## src/rtl/bram_pkg.sv

```systemverilog
// Shared constants, state encoding and helpers for the BRAM port-B write arbiter.
package bram_pkg;

    localparam int DATA_W      = 32;
    localparam int BRAM_ADDR_W = 11;
    localparam int BRAM_DEPTH  = 2048;

    localparam logic [0:0] STATE_IDLE   = 1'b0;
    localparam logic [0:0] STATE_STREAM = 1'b1;

    typedef logic [DATA_W-1:0]      word_t;
    typedef logic [BRAM_ADDR_W-1:0] bram_addr_t;

    // Width of a requester index; a single requester still needs one bit.
    function automatic int grant_width(input int n);
        return (n > 1) ? $clog2(n) : 1;
    endfunction

endpackage

```

## src/rtl/rr_arbiter.sv

```systemverilog
// Combinational round-robin pick: searches upward from last_grant+1, wrapping at N-1.
module rr_arbiter
    import bram_pkg::*;
#(
    parameter int N  = 2,
    parameter int GW = grant_width(N)
) (
    input  logic [N-1:0]  req,
    input  logic [GW-1:0] last_grant,
    output logic [N-1:0]  grant_onehot,
    output logic [GW-1:0] grant_idx,
    output logic          grant_valid
);

    logic [GW-1:0] cand;
    logic          found;

    always_comb begin
        grant_onehot = '0;
        grant_idx    = '0;
        found        = 1'b0;
        cand         = last_grant;
        for (int off = 0; off < N; off++) begin
            cand = (cand == GW'(N - 1)) ? '0 : cand + GW'(1);
            if (!found && req[cand]) begin
                found              = 1'b1;
                grant_onehot[cand] = 1'b1;
                grant_idx          = cand;
            end
        end
        grant_valid = found;
    end

endmodule

```

## src/rtl/bram_write_arbiter.sv

```systemverilog
// Round-robin packet arbiter that streams requester words into fixed BRAM port-B regions.
module bram_write_arbiter
    import bram_pkg::*;
#(
    parameter int NREQ         = 2,
    parameter int REGION_WORDS = 256
) (
    input  logic                   clk,
    input  logic                   rst,
    input  logic [NREQ-1:0]        src_valid,
    output logic [NREQ-1:0]        src_ready,
    input  logic [DATA_W*NREQ-1:0] src_data,
    input  logic [NREQ-1:0]        src_last,
    output logic [NREQ-1:0]        done,
    output logic [NREQ-1:0]        overflow,
    output logic [BRAM_ADDR_W-1:0] bram_addr,
    output logic [DATA_W-1:0]      bram_din,
    output logic                   bram_we,
    output logic                   busy
);

    localparam int GW = grant_width(NREQ);
    localparam int IW = $clog2(REGION_WORDS + 1);

    word_t      src_word    [NREQ];
    bram_addr_t region_base [NREQ];

    genvar gi;
    generate
        for (gi = 0; gi < NREQ; gi++) begin : g_req
            assign src_word[gi]    = src_data[DATA_W*gi +: DATA_W];
            assign region_base[gi] = BRAM_ADDR_W'(gi * REGION_WORDS);
        end
    endgenerate

    logic [0:0]       state_reg,      state_next;
    logic [GW-1:0]    grant_reg,      grant_next;
    logic [NREQ-1:0]  grant_oh_reg,   grant_oh_next;
    logic [GW-1:0]    last_grant_reg, last_grant_next;
    logic [IW-1:0]    idx_reg,        idx_next;
    logic             drop_reg,       drop_next;
    logic             bram_we_reg,    bram_we_next;
    bram_addr_t       bram_addr_reg,  bram_addr_next;
    word_t            bram_din_reg,   bram_din_next;
    logic [NREQ-1:0]  done_reg,       done_next;
    logic [NREQ-1:0]  overflow_reg,   overflow_next;

    logic [NREQ-1:0]  arb_onehot;
    logic [GW-1:0]    arb_idx;
    logic             arb_valid;
    logic             accept;
    logic             room;

    rr_arbiter #(
        .N (NREQ)
    ) u_rr_arbiter (
        .req          (src_valid),
        .last_grant   (last_grant_reg),
        .grant_onehot (arb_onehot),
        .grant_idx    (arb_idx),
        .grant_valid  (arb_valid)
    );

    assign busy      = (state_reg == STATE_STREAM);
    assign src_ready = busy ? grant_oh_reg : '0;
    assign accept    = busy && src_valid[grant_reg];
    assign room      = (idx_reg < IW'(REGION_WORDS));

    always_comb begin
        state_next      = state_reg;
        grant_next      = grant_reg;
        grant_oh_next   = grant_oh_reg;
        last_grant_next = last_grant_reg;
        idx_next        = idx_reg;
        drop_next       = drop_reg;
        bram_we_next    = 1'b0;
        bram_addr_next  = bram_addr_reg;
        bram_din_next   = bram_din_reg;
        done_next       = '0;
        overflow_next   = '0;

        case (state_reg)
            STATE_IDLE: begin
                if (arb_valid) begin
                    grant_next    = arb_idx;
                    grant_oh_next = arb_onehot;
                    idx_next      = '0;
                    drop_next     = 1'b0;
                    state_next    = STATE_STREAM;
                end
            end
            STATE_STREAM: begin
                if (accept) begin
                    if (room) begin
                        bram_we_next   = 1'b1;
                        bram_addr_next = region_base[grant_reg] + BRAM_ADDR_W'(idx_reg);
                        bram_din_next  = src_word[grant_reg];
                        idx_next       = idx_reg + IW'(1);
                    end else begin
                        drop_next = 1'b1;
                    end
                    // A dropped final word must still be reported as overflow.
                    if (src_last[grant_reg]) begin
                        done_next       = grant_oh_reg;
                        overflow_next   = (drop_reg || !room) ? grant_oh_reg : '0;
                        last_grant_next = grant_reg;
                        state_next      = STATE_IDLE;
                    end
                end
            end
            default: state_next = STATE_IDLE;
        endcase
    end

    always_ff @(posedge clk) begin
        if (rst) begin
            state_reg      <= STATE_IDLE;
            grant_reg      <= '0;
            grant_oh_reg   <= '0;
            last_grant_reg <= GW'(NREQ - 1);
            idx_reg        <= '0;
            drop_reg       <= 1'b0;
            bram_we_reg    <= 1'b0;
            bram_addr_reg  <= '0;
            bram_din_reg   <= '0;
            done_reg       <= '0;
            overflow_reg   <= '0;
        end else begin
            state_reg      <= state_next;
            grant_reg      <= grant_next;
            grant_oh_reg   <= grant_oh_next;
            last_grant_reg <= last_grant_next;
            idx_reg        <= idx_next;
            drop_reg       <= drop_next;
            bram_we_reg    <= bram_we_next;
            bram_addr_reg  <= bram_addr_next;
            bram_din_reg   <= bram_din_next;
            done_reg       <= done_next;
            overflow_reg   <= overflow_next;
        end
    end

    assign bram_we   = bram_we_reg;
    assign bram_addr = bram_addr_reg;
    assign bram_din  = bram_din_reg;
    assign done      = done_reg;
    assign overflow  = overflow_reg;

endmodule

```

## config.mk

```make
export PLATFORM = sky130hd
export DESIGN_NAME = bram_write_arbiter
export DESIGN_NICKNAME = d
export VERILOG_FILES = /design/src/rtl/bram_pkg.sv /design/src/rtl/rr_arbiter.sv /design/src/rtl/bram_write_arbiter.sv
export SDC_FILE = /design/constraint.sdc
export NUM_CORES = 1
export LEC_CHECK = 0
export CORE_ASPECT_RATIO = 1.5
export CORE_MARGIN = 4
export CORE_UTILIZATION = 42
export CTS_BUF_LIST = sky130_fd_sc_hd__clkbuf_8
export DETAILED_ROUTE_END_ITERATION = 7
export HOLD_SLACK_MARGIN = 0.12
export PLACE_DENSITY = 0.79
export SYNTH_ARGS = -nofsm -noshare
export SYNTH_HDL_FRONTEND = slang
export SYNTH_SLANG_ARGS = --single-unit
```

## constraint.sdc

```tcl
create_clock -name clk -period 2.25 [get_ports clk]
set_input_delay 0.3375 -clock clk [delete_from_list [all_inputs] [get_ports clk]]
set_output_delay 0.3375 -clock clk [all_outputs]
set_load 0.01 [all_outputs]
```

==> run metrics <==
Hold Path Class=in2reg; clock latency on the worst-skew pair=0.34 ns; Comb pwr share=18.3%; yosys warns=0; GRT Total Usage=between 10% and 20%; Area contributors post-synth=dfxtp_1 48%, mux2i_1 13%, a211oi_1 9.8%; vias in the first global route=2,412; final net count=between 400 and 500; Fmax achieved=a little over 500 MHz; Peak VDD IR=between 0.4 and 0.5 mV; post-CTS sizing=0; dominant synthesized flop cell=dfxtp_1; Crit path buffers/inverters=1; Crit. Startpoint=busy$_SDFF_PP0_; Sw Pwr=0.668 mW; max FFs per register=32; Synth area leader=dfxtp_1; Max Cap Violations=0; Setup crit end kind=primary output; Setup WS post-layout=0.267 ns; via/cell ratio=around 5.1; fill count=470; Clock Skews=0.00955 ns; DR vias=2,477; Clock transition at path regs=about 0.06 ns; cells after synthesis=between 200 and 300; Crit Path Max Fanout=13; clock network fraction of design power=~38%; status=finished clean; drt total wl=6890 um; Distinct cells, synth=34; TritonCTS clock tree=built; Slew @ Worst Pin=0.514 ns; DR WL/cell=between 10 and 15 um; Worst Path Arrival=1.65 ns; Synth top cells by count=62 x dfxtp_1, 43 x nor2_1, 34 x a211oi_1, 34 x mux2i_1, 28 x nand2_1; Mapped Area=roughly 0.0026 mm2; Setup Buffers After CTS=0; # diodes=0; Die Width=72.2 um; Final TNS setup=0 ns; Die Footprint=0.00752 mm2; RSZ-0062 raised after global routing=no; Post-synth EDFFs=0; number of buffers on the longest clock path=2; Buffers on Ports=between 100 and 150; crit-path cells=and2_1 > clkdlybuf4s50_1; Async SR Flop Fraction=0%; # H-tree levels=3; root buf cell=clkbuf_8; max-slew violations=0; most common cell in the netlist=dfxtp_1; share of cells above drive strength 1=6.85%; CTS Buf Count=9; CP max stage delay=around 0.58 ns; initial antenna violation count=0; # IOs=between 100 and 150; DRC viols=0; first-pass GRT wire length=11,100 um; layout overhead on the synthesized area=58.0%; P_leak=between 1 and 1.5 nW; dpl ws=about 0.19 ns; first drt pass iteration count=4; final core occ=approximately 69%; Initial Util=43.8%; slowest CP cell=dfxtp_1; grt total ovfl=0; clock sinks=between 60 and 70; Post-CTS Hold Buffers=0; core box area=approximately 0.006 mm2; CP Launch Type=flop; # rows=34; Internal Power=about 2.1 mW; post-synth net total=around 360; final worst-path cycle share=between 80% and 90%; Routed Antenna Nets=0; GPL Wtd Cong=roughly 0.86; syn_area_per_cell=around 9 um2; total design power=2.75 mW; Slew headroom=between 60% and 70%; Worst Hold Launch=rst; sequential cell area fraction in the yosys report=a little under half; family with the most delay on the worst path=flip-flops; CP Class=reg2out; reg2reg start=busy$_SDFF_PP0_; largest net degree at the start of global routing=42; top cell type's share of synthesized area=between 40 and 50%; Detail Placement HPWL=between 5000 and 6000 um; fin crit period=1.98 ns; PwrDens=~670 mW/mm2; die height=~100 um; Starting DRT DRC Count=a little over 200; Sequential Power Share=43.7%; Fin. Hold Viols=0; switch share=between 20 and 25%; setup violators final=0; Worst EP required=1.91 ns; #FFs+latches synth=just over 60
==> placed cells by master, fill, tap and decap left out, types with 2 or more instances in the layout <==
cell	count
o21ai_0	2
nor3_1	2
nand2b_1	4
nand3_1	3
a311oi_1	2
o211ai_1	2
mux2i_1	34
and2_1	4
inv_1	5
nor2_1	42
a211oi_1	34
buf_12	2
o211a_1	3
a21oi_1	20
clkbuf_8	13
nand2_1	28
buf_4	7
or4_1	2
dfxtp_1	61
clkinv_2	2
ha_1	2
clkdlybuf4s50_1	118
==> layer usage <==
metal | up-vias | wire length [um] | GRT usage (%)
li1 | 1251 | - | -
met2 | 99 | 3520 | 31.6
met4 | 0 | 127 | 8.47
met1 | 1113 | 2520 | 19.7
met5 | - | 0 | 0
met3 | 14 | 715 | 8.90
==> final timing paths <==
| path | cells after the start | slack (ns) | endpoint |
|---|---|---|---|
| max | 2 | 0.27 | src_ready[1] |
| min | 2 | 0.45 | grant_oh_reg[0]$_SDFFE_PP0P_ |
| max reg2reg | 4 | 0.40 | idx_reg[6]$_SDFFE_PP0P_ |
| min reg2reg | 2 | 0.45 | bram_addr[0]$_SDFFE_PP0P_ |
==> kinds of logic (layout without fill, tap and decap cells) <==
group,Yosys count,count (layout),synth area share [%]
other,1,1,0.145
DFF,62,62,47.9
adders and majority gates,2,2,0.965
muxes,34,34,13.1
AOI/OAI and AO/OA,70,70,18.5
and+or+nand+nor,91,91,15.1
buffers and inverters,27,149,4.30
==> final cells by class <==
type,count,area (um2),area share [%]
inverter,5,18.8,0.458
clock inverter,3,40.0,0.977
timing repair buffer,128,1280,31.2
tap,72,90.1,2.20
sequential,62,1240,30.3
multi-input combinational,198,1250,30.5
clock buffer,13,179,4.37
==> through the flow <==
| step | hold slack [ns] | cell area (um2) | std cells |
|---|---|---|---|
| floorplan | 0.447 | 2590 | 287 |
| global placement | 0.442 | 3880 | 465 |
| detailed placement | 0.447 | 3880 | 465 |
| CTS | 0.439 | 4100 | 481 |
| global route | 0.471 | 4100 | 481 |
| finish | 0.451 | 4100 | 481 |
==> power groups by stage <==
stage          Sequential, mW  Clock (mW)  Combinational [mW]
2_1_floorplan            1.24           0               0.204
5_1_grt                  1.21        1.11               0.549
6_report                 1.20        1.04               0.503
4_1_cts                  1.20        1.06               0.510
3_5_place_dp             1.22           0               0.506
3_3_place_gp             1.22           0               0.501
No activity file was read; power rests on OpenSTA's default activity.
